## src/rtl/skullfet_pkg.sv

```systemverilog
// Shared definitions for the SkullFET cell sequencer: register map,
// control/status bit positions, FSM states and the cell truth tables.
package skullfet_pkg;

  // Register byte offsets from the Wishbone base address
  localparam logic [7:0] OFF_CTRL      = 8'h00;
  localparam logic [7:0] OFF_SETTLE    = 8'h04;
  localparam logic [7:0] OFF_STATUS    = 8'h08;
  localparam logic [7:0] OFF_ERRCNT    = 8'h0C;
  localparam logic [7:0] OFF_LAST_FAIL = 8'h10;
  localparam logic [7:0] OFF_RUNS      = 8'h14;

  // CTRL bit positions
  localparam int CTRL_START = 0;
  localparam int CTRL_LOOP  = 1;
  localparam int CTRL_ABORT = 2;

  // STATUS bit positions
  localparam int STAT_BUSY = 0;
  localparam int STAT_DONE = 1;
  localparam int STAT_PASS = 2;

  // LAST_FAIL bit positions (vector index lives in bits [1:0])
  localparam int LF_INV_BIT  = 2;
  localparam int LF_NAND_BIT = 3;
  localparam int LF_VLD_BIT  = 8;

  // Settle register reset value and the floor that covers the
  // two-flop synchronizer latency
  localparam int SETTLE_RESET = 8;
  localparam int SETTLE_MIN   = 2;

  localparam int RUNS_W = 16;

  typedef enum logic [2:0] {
    ST_IDLE,
    ST_APPLY,
    ST_SETTLE,
    ST_SAMPLE,
    ST_DONE
  } seq_state_t;

  // Expected inverter output for vector idx (inverter input is idx[0])
  function automatic logic exp_inv(input logic [1:0] idx);
    return ~idx[0];
  endfunction

  // Expected NAND output for vector idx (A = idx[1], B = idx[0])
  function automatic logic exp_nand(input logic [1:0] idx);
    return ~(idx[1] & idx[0]);
  endfunction

endpackage

```

## src/rtl/skullfet_sync2.sv

```systemverilog
// Two-flop synchronizer for an asynchronous cell output pad.
module skullfet_sync2 (
  input  logic clk,
  input  logic rst,
  input  logic d,
  output logic q
);

  logic meta;

  // Double-register the pad to settle metastability before use
  always_ff @(posedge clk) begin
    if (rst) begin
      meta <= 1'b0;
      q    <= 1'b0;
    end else begin
      meta <= d;
      q    <= meta;
    end
  end

endmodule

```

## src/rtl/skullfet_cell_sequencer.sv

```systemverilog
// Wishbone-controlled exerciser for the SkullFET inverter and NAND test
// cells: walks all four input vectors, waits a settle time, samples the
// synchronized outputs and logs errors against the truth tables.
module skullfet_cell_sequencer
  import skullfet_pkg::*;
#(
  parameter logic [31:0] BASE_ADDR = 32'h3000_0000,
  parameter int          ERR_W     = 16,
  parameter int          SETTLE_W  = 8
) (
  input  logic        wb_clk_i,
  input  logic        wb_rst_i,
  input  logic        wbs_cyc_i,
  input  logic        wbs_stb_i,
  input  logic        wbs_we_i,
  input  logic [3:0]  wbs_sel_i,
  input  logic [31:0] wbs_adr_i,
  input  logic [31:0] wbs_dat_i,
  output logic        wbs_ack_o,
  output logic [31:0] wbs_dat_o,
  output logic        inv_a,
  output logic        nand_a,
  output logic        nand_b,
  input  logic        inv_y,
  input  logic        nand_y,
  output logic        done_irq
);

  seq_state_t state, state_nxt;

  logic [SETTLE_W-1:0] settle_reg;
  logic [SETTLE_W-1:0] eff_settle;
  logic [SETTLE_W-1:0] settle_cnt;
  logic                loop_en;
  logic [1:0]          vec_idx;
  logic [ERR_W-1:0]    errcnt;
  logic [1:0]          lf_idx;
  logic                lf_inv;
  logic                lf_nand;
  logic                lf_vld;
  logic                done_flag;
  logic                pass_flag;
  logic [RUNS_W-1:0]   runs;

  logic        inv_y_s;
  logic        nand_y_s;
  logic        mismatch;

  logic        wb_hit;
  logic        wb_access;
  logic        wb_wr;
  logic        wb_rd;
  logic [7:0]  offset;
  logic [31:0] wmask;
  logic [31:0] settle_merge;
  logic        ctrl_wr;
  logic        settle_wr;
  logic        start_req;
  logic        abort_req;
  logic        start_go;
  logic [31:0] rdata;
  logic        unused_sink;

  skullfet_sync2 u_sync_inv (
    .clk (wb_clk_i),
    .rst (wb_rst_i),
    .d   (inv_y),
    .q   (inv_y_s)
  );

  skullfet_sync2 u_sync_nand (
    .clk (wb_clk_i),
    .rst (wb_rst_i),
    .d   (nand_y),
    .q   (nand_y_s)
  );

  // Bus decode, byte-lane merge for SETTLE, and command pulses from CTRL.
  // ABORT in the same write suppresses START so the abort always wins.
  always_comb begin
    wb_hit       = wbs_cyc_i & wbs_stb_i & (wbs_adr_i[31:8] == BASE_ADDR[31:8]);
    wb_access    = wb_hit & ~wbs_ack_o;
    wb_wr        = wb_access & wbs_we_i;
    wb_rd        = wb_access & ~wbs_we_i;
    offset       = wbs_adr_i[7:0];
    wmask        = {{8{wbs_sel_i[3]}}, {8{wbs_sel_i[2]}},
                    {8{wbs_sel_i[1]}}, {8{wbs_sel_i[0]}}};
    settle_merge = (32'(settle_reg) & ~wmask) | (wbs_dat_i & wmask);
    ctrl_wr      = wb_wr & (offset == OFF_CTRL) & wbs_sel_i[0];
    settle_wr    = wb_wr & (offset == OFF_SETTLE);
    start_req    = ctrl_wr & wbs_dat_i[CTRL_START] & ~wbs_dat_i[CTRL_ABORT];
    abort_req    = ctrl_wr & wbs_dat_i[CTRL_ABORT];
    start_go     = start_req & (state == ST_IDLE);
    unused_sink  = ^{wbs_dat_i, settle_merge};
  end

  // Settle floor, compare of synchronized outputs against the truth table
  always_comb begin
    eff_settle = (settle_reg < SETTLE_W'(SETTLE_MIN)) ? SETTLE_W'(SETTLE_MIN) : settle_reg;
    mismatch   = (inv_y_s != exp_inv(vec_idx)) | (nand_y_s != exp_nand(vec_idx));
  end

  // Register-file read mux
  always_comb begin
    rdata = '0;
    case (offset)
      OFF_CTRL:   rdata[CTRL_LOOP] = loop_en;
      OFF_SETTLE: rdata[SETTLE_W-1:0] = settle_reg;
      OFF_STATUS: begin
        rdata[STAT_BUSY] = (state != ST_IDLE);
        rdata[STAT_DONE] = done_flag;
        rdata[STAT_PASS] = pass_flag;
      end
      OFF_ERRCNT: rdata[ERR_W-1:0] = errcnt;
      OFF_LAST_FAIL: begin
        rdata[1:0]         = lf_idx;
        rdata[LF_INV_BIT]  = lf_inv;
        rdata[LF_NAND_BIT] = lf_nand;
        rdata[LF_VLD_BIT]  = lf_vld;
      end
      OFF_RUNS:   rdata[RUNS_W-1:0] = runs;
      default:    rdata = '0;
    endcase
  end

  // Wishbone slave: one-cycle ack pulse, read data registered alongside it
  always_ff @(posedge wb_clk_i) begin
    if (wb_rst_i) begin
      wbs_ack_o  <= 1'b0;
      wbs_dat_o  <= '0;
      loop_en    <= 1'b0;
      settle_reg <= SETTLE_W'(SETTLE_RESET);
    end else begin
      wbs_ack_o <= wb_access;
      wbs_dat_o <= wb_rd ? rdata : 32'h0;
      if (ctrl_wr) begin
        loop_en <= wbs_dat_i[CTRL_LOOP];
      end
      if (settle_wr) begin
        settle_reg <= settle_merge[SETTLE_W-1:0];
      end
    end
  end

  // FSM state register
  always_ff @(posedge wb_clk_i) begin
    if (wb_rst_i) begin
      state <= ST_IDLE;
    end else begin
      state <= state_nxt;
    end
  end

  // FSM next-state logic; ABORT overrides every transition
  always_comb begin
    state_nxt = state;
    case (state)
      ST_IDLE:   if (start_go) state_nxt = ST_APPLY;
      ST_APPLY:  state_nxt = ST_SETTLE;
      ST_SETTLE: if (settle_cnt <= SETTLE_W'(1)) state_nxt = ST_SAMPLE;
      ST_SAMPLE: state_nxt = (vec_idx == 2'd3) ? ST_DONE : ST_APPLY;
      ST_DONE:   state_nxt = loop_en ? ST_APPLY : ST_IDLE;
      default:   state_nxt = ST_IDLE;
    endcase
    if (abort_req) begin
      state_nxt = ST_IDLE;
    end
  end

  // Sequencer datapath: pad drives, settle count, error log, run bookkeeping
  always_ff @(posedge wb_clk_i) begin
    if (wb_rst_i) begin
      inv_a      <= 1'b0;
      nand_a     <= 1'b0;
      nand_b     <= 1'b0;
      done_irq   <= 1'b0;
      vec_idx    <= 2'd0;
      settle_cnt <= '0;
      errcnt     <= '0;
      lf_idx     <= 2'd0;
      lf_inv     <= 1'b0;
      lf_nand    <= 1'b0;
      lf_vld     <= 1'b0;
      done_flag  <= 1'b0;
      pass_flag  <= 1'b0;
      runs       <= '0;
    end else begin
      done_irq <= 1'b0;
      if (abort_req) begin
        inv_a  <= 1'b0;
        nand_a <= 1'b0;
        nand_b <= 1'b0;
      end else begin
        case (state)
          ST_IDLE: begin
            if (start_go) begin
              vec_idx   <= 2'd0;
              errcnt    <= '0;
              lf_idx    <= 2'd0;
              lf_inv    <= 1'b0;
              lf_nand   <= 1'b0;
              lf_vld    <= 1'b0;
              done_flag <= 1'b0;
              pass_flag <= 1'b0;
            end
          end
          ST_APPLY: begin
            nand_a     <= vec_idx[1];
            nand_b     <= vec_idx[0];
            inv_a      <= vec_idx[0];
            settle_cnt <= eff_settle;
          end
          ST_SETTLE: begin
            settle_cnt <= settle_cnt - SETTLE_W'(1);
          end
          ST_SAMPLE: begin
            if (mismatch) begin
              if (errcnt != {ERR_W{1'b1}}) begin
                errcnt <= errcnt + ERR_W'(1);
              end
              if (!lf_vld) begin
                lf_idx  <= vec_idx;
                lf_inv  <= inv_y_s;
                lf_nand <= nand_y_s;
                lf_vld  <= 1'b1;
              end
            end
            vec_idx <= vec_idx + 2'd1;
          end
          ST_DONE: begin
            done_flag <= 1'b1;
            pass_flag <= (errcnt == '0);
            done_irq  <= 1'b1;
            runs      <= runs + RUNS_W'(1);
            if (loop_en) begin
              vec_idx <= 2'd0;
              errcnt  <= '0;
              lf_idx  <= 2'd0;
              lf_inv  <= 1'b0;
              lf_nand <= 1'b0;
              lf_vld  <= 1'b0;
            end
          end
          default: ;
        endcase
      end
    end
  end

endmodule

```

## config.mk

```make
export PLATFORM = sky130hd
export DESIGN_NAME = skullfet_cell_sequencer
export DESIGN_NICKNAME = d
export VERILOG_FILES = /design/src/rtl/skullfet_pkg.sv /design/src/rtl/skullfet_sync2.sv /design/src/rtl/skullfet_cell_sequencer.sv
export SDC_FILE = /design/constraint.sdc
export NUM_CORES = 1
export LEC_CHECK = 0
export CAP_MARGIN = 20
export CORE_ASPECT_RATIO = 0.75
export CORE_MARGIN = 2
export CORE_UTILIZATION = 40
export DETAILED_ROUTE_END_ITERATION = 10
export PLACE_DENSITY = 0.67
export SYNTH_ARGS = -nofsm -noshare
export SYNTH_HDL_FRONTEND = slang
export SYNTH_SLANG_ARGS = --single-unit
```

## constraint.sdc

```tcl
create_clock -name wb_clk_i -period 6.2 [get_ports wb_clk_i]
set_input_delay 0.93 -clock wb_clk_i [delete_from_list [all_inputs] [get_ports wb_clk_i]]
set_output_delay 0.93 -clock wb_clk_i [all_outputs]
set_load 0.01 [all_outputs]
```

==> results.ini, run 1 <==
[grt]
grt_pass1_wl_mm = 18.6
grt.busiest_layer = met2
antenna_found_initial = 0
grt_max_degree = 36
gr-usage-all-layers_pct = 19.2
grt_pass1_vias = 3729
gr-usage-met2_pct = 30.3
use_met3_pct = 5.78
grt_overflow = 0
globalRouteMet1Util_pct = 25.8

[worst_setup_path]
critPathLaunchType = input port
path_max_fanout = 16
r2r_slack_ps = 3220
cp.required_ps = 6430
rr_startpoint = state[0]
r2r_cells = 5
r2r-end = errcnt[10]
worstSetupEndpointType = flop
arrival_ps = 4360
path_class = input port to flop

[run_status]
outcome = finished, final reports clean

[pwr]
peakVddDrop_uv = 211
p_int_uw = 911
leakagePower_nw = 1.75
combPwrFrac_pct = 15.2
clkPwrFrac_pct = 39.0
switchingPower_uw = 344
p_sw_share_pct = 27.4
cellPowerDensity_mw_per_mm2 = 235
seqPwrFrac_pct = 45.8

[hold_path]
min_path_type = flop to flop
holdPathStages = 1
hp-start = u_sync_nand.meta
worstHoldEndpoint = u_sync_nand.q

[sta]
rsz0062_at_grt = false
post-route-period-util_pct = 66.6
finalSetupViolations = 0
setup_tns_ps = 0
slew_viol_final = 0
fin_crit_ps = 4130
tightestPinTransition_ps = 818
finClkSkew_ps = 6.12
fmax_ghz = 0.242
slew_headroom_pct = 45.0
hold_viol_final = 0

[clocking]
root_buffer = clkbuf_16
path_clk_slew_ps = 60
cts_buffers = 9
post_cts_resized = 0
cts_buffer_depth = 2
post_cts_buffers = 0
insertion_delay_ps = 340
htreeDepth = 3
cts_tree = yes
cts_sinks = 85
cts_hold_buf = 0

[drt]
via_per_inst = 5.69
firstDrtPassIters = 5
vias = 4105
drtIter0Drc = 283
drc_errors = 0
wire_per_inst_um = 16.0
postRouteAntennaNets = 0
drt-total-wl_mm = 11.6

[logic_synthesis]
ys_seq_area_share_pct = 37.9
async_reset_ff_share_pct = 0
syn_inst = 532
synth_flop_cell = dfxtp_1
postSynthAreaPerCell_um2 = 8.45
synthTopCellsByCount = dfxtp_1 (85), nor2_1 (53), nand2_1 (49), a21oi_1 (33)
yosys_warnings = 0
yosys.area.top_type = dfxtp_1
netlist_area_mm2 = 0.00450
synthDistinctLibCells = 66
synth-seq-cells = 85
synth_edf_count = 0
synthTopCellsByArea = dfxtp_1 (38%), nor2_1 (4.4%), nand2_1 (4.1%)
yosysMostFrequentCell = dfxtp_1
yosys.area.top_type_share_pct = 37.9

[final_layout]
fin_area_mm2 = 0.00535
seq_area_mm2 = 0.00170
final_nets = 659
diodes = 0
fillerInstances = 1011
multi_input_area_mm2 = 0.00245
area_growth_pct = 18.9
layout-drive-gt1-share_pct = 7.73

[floorplan]
die_y_um = 95.8
row_count = 33
die_w_um = 126
ios = 112
die_area_mm2 = 0.0121
initial_core_util_pct = 41.1
core_mm2 = 0.0109

[place]
port_buffers = 68
placedInstanceArea_mm2 = 0.00508
hpwl_mm = 8.48
gp_congestion = 0.864

[flow_run]
drv_cap = 0

registers in the layout, indices dropped and copies added, names as in the netlist, 2 cells and up, named ones only:
name	count
lf_idx	2
vec_idx	2
runs	16
errcnt	16
settle_cnt	8
state	3
wbs_dat_o	16
per-stage QoR:
step	worst slack [ps]	util, %	power, mW	hold WS, ps	cells
2_1_floorplan	3350	-	0.727	414	547
3_3_place_gp	1890	46.4	0.767	424	707
3_5_place_dp	1830	46.4	0.773	426	707
4_1_cts	2170	48.9	1.26	439	722
5_1_grt	1910	48.9	1.31	460	722
6_report	2070	48.9	1.25	435	722
power by group through the flow:
stage | registers (mW) | clock network, mW | logic (mW)
2_1_floorplan | 0.580 | 0 | 0.147
3_3_place_gp | 0.586 | 0 | 0.181
3_5_place_dp | 0.586 | 0 | 0.187
4_1_cts | 0.575 | 0.497 | 0.188
5_1_grt | 0.577 | 0.521 | 0.210
6_report | 0.575 | 0.489 | 0.191
layout by cell type (no fill, tap or decap), types with 10 or more instances in the layout:
| cell type | instances |
|---|---|
| dfxtp_1 | 85 |
| clkdlybuf4s50_1 | 67 |
| nor2_1 | 53 |
| nand2_1 | 49 |
| a21oi_1 | 33 |
| nand3_1 | 22 |
| o21ai_0 | 22 |
| mux2i_1 | 18 |
| inv_1 | 16 |
| conb_1 | 16 |
| nor3_1 | 13 |
| or3_1 | 13 |
| a22oi_1 | 12 |
| nor4_1 | 11 |
| nand4_1 | 10 |
worst max-delay path by stage:
| stage | start | to | slack (ps) | depth (start not counted) |
|---|---|---|---|---|
| after detailed placement | wbs_adr_i[3] | errcnt[10] | 1830 | 7 |
| after floorplan | wbs_adr_i[7] | errcnt[13] | 3350 | 7 |
| after global placement | wbs_adr_i[3] | errcnt[10] | 1890 | 7 |
| after global routing | wbs_adr_i[3] | errcnt[10] | 1910 | 7 |
| after CTS | wbs_adr_i[3] | errcnt[10] | 2170 | 7 |
| final | wbs_adr_i[3] | errcnt[10] | 2070 | 7 |
metal layers:
layer  vias up  routed length (um)
met5         -                   0
met4         0                 119
met3        15                1010
met2       163                5030
met1      1913                5400
li1       2014                   -
kinds of logic after synthesis:
family,count (synthesis),share of synthesized area [%]
simple gates,216,25.2
compound gates,128,19.6
flops,85,37.9
buf+inv,66,8.91
mux,23,5.26
xor+xnor,7,1.36
fa+ha+maj,6,1.67
other cells,1,0.0834
cell type report:
| type | instances | area share (%) |
|---|---|---|
| multi-input cells | 396 | 45.8 |
| flip-flops and latches | 85 | 31.8 |
| repair buffers | 70 | 12.9 |
| clock buffers | 11 | 4.54 |
| well taps | 140 | 3.28 |
| inverters | 16 | 1.12 |
| clock inverters | 4 | 0.468 |
worst max-delay path, cell delays in order:
cell and delay [ps]:
clkdlybuf4s50_1 950, and3b_1 260, and4_4 230, nand4_1 440, nand3_1 570, or3_4 620
o41ai_1 350
No activity file was read; power rests on OpenSTA's default activity.
==> run 2: changes to the inputs <==
- PLACE_DENSITY: 0.67 -> 0.7
- clock period: 6.2 -> 3.6 ns (I/O delays scaled with it)
==> results.ini, run 2 (synthesis results as in run 1) <==
[clocking]
root_buffer = clkbuf_16
cts_tree = yes
insertion_delay_ps = 340
htreeDepth = 3
cts_buffer_depth = 2
post_cts_buffers = 0
post_cts_resized = 0
cts_sinks = 85
cts_hold_buf = 0
cts_buffers = 9
path_clk_slew_ps = 60

[place]
gp_congestion = 0.865
placedInstanceArea_mm2 = 0.00512
hpwl_mm = 8.87
port_buffers = 68

[drt]
drtIter0Drc = 450
drc_errors = 0
wire_per_inst_um = 16.6
via_per_inst = 5.75
drt-total-wl_mm = 12.1
firstDrtPassIters = 5
postRouteAntennaNets = 0
vias = 4195

[grt]
grt_max_degree = 63
gr-usage-all-layers_pct = 19.7
grt_pass1_vias = 3754
grt_pass1_wl_mm = 18.9
grt_overflow = 0
antenna_found_initial = 1

[worst_setup_path]
rr_startpoint = errcnt[2]
cpMaxStageDelayCell = or4_4
cpMostUsedCell = nand4_1
cp.required_ps = 3800
path_buf_inv = 2
crit_cells = 8
r2r-end = errcnt[15]
path_max_fanout = 11
critPathLaunchType = input port
crit_family = simple AND/OR/NAND/NOR gates
worstSetupEndpointType = flop
r2r_cells = 6
path_cells = clkdlybuf4s50_1, or4_4, nor4_4, nand4_1, buf_4, nand4_1, xor2_1, nor2_1
r2r_slack_ps = 1200
path_class = input port to flop
max_stage_delay_ps = 560
arrival_ps = 3080

[floorplan]
die_y_um = 95.8
row_count = 33
initial_core_util_pct = 41.1
core_mm2 = 0.0109
ios = 112
die_area_mm2 = 0.0121
die_w_um = 126

[flow_run]
drv_cap = 0

[final_layout]
diodes = 0
seq_area_mm2 = 0.00170
layout-drive-gt1-share_pct = 8.66
fin_area_mm2 = 0.00539
multi_input_area_mm2 = 0.00245
final_cell_mix = dfxtp_1 (85), clkdlybuf4s50_1 (67), nor2_1 (53)
final_common_cell = dfxtp_1
final_nets = 665
fillerInstances = 1031
fin_util_pct = 49.3
area_growth_pct = 20.0
largest_registers = errcnt: 16 flops, runs: 16 flops, wbs_dat_o: 16 flops

[sta]
whs_ps = 425
fin_crit_ps = 2870
finalSetupViolations = 0
setup_tns_ps = 0
post-route-period-util_pct = 79.9
fmax_ghz = 0.348
slew_headroom_pct = 42.1
finClkSkew_ps = 5.19
tightestPinTransition_ps = 860
slew_viol_final = 0
rsz0062_at_grt = false
hold_viol_final = 0

[pwr]
peakVddDrop_uv = 362
leakagePower_nw = 1.79
cellPowerDensity_mw_per_mm2 = 403
finalPower_mw = 2.17

[hold_path]
min_path_type = input port to flop
holdPathStages = 2
hp-start = wb_rst_i
worstHoldEndpoint = wbs_ack_o

[run_status]
outcome = finished, final reports clean

## run 2: power breakdown
group	total, mW	switching (mW)	internal (mW)
sequential	0.991	0.0260	0.965
combinational	0.333	0.203	0.130
clock	0.849	0.365	0.484
## run 2: per-stage QoR
step | std cells | worst slack (ps)
4_1_cts | 729 | 758
3_3_place_gp | 713 | 469
6_report | 729 | 725
2_1_floorplan | 547 | 1140
3_5_place_dp | 713 | 433
5_1_grt | 729 | 654
## run 2: worst max-delay path by stage
stage	slack, ps	to	startpoint
CTS	760	errcnt[10]	wbs_adr_i[7]
global route	650	runs[9]	wbs_adr_i[7]
finish	730	runs[3]	wbs_adr_i[7]
floorplan	1140	errcnt[13]	wbs_adr_i[7]
global placement	470	errcnt[10]	wbs_adr_i[7]
detailed placement	430	errcnt[10]	wbs_adr_i[7]
## run 2: final cells by class
class	count	share of cell area, %
Multi-Input combinational cell	396	45.4
Timing Repair Buffer	76	13.6
Inverter	16	1.11
Clock buffer	12	4.57
Sequential cell	85	31.6
Tap cell	140	3.25
Clock inverter	4	0.441
## run 2: metal layers
metal	GRT usage [%]	vias up	part of all wire, %
li1	-	2022	-
met2	31.0	169	44
met3	5.45	23	8.3
met5	0	-	0
met4	7.05	0	2.3
met1	26.1	1981	45
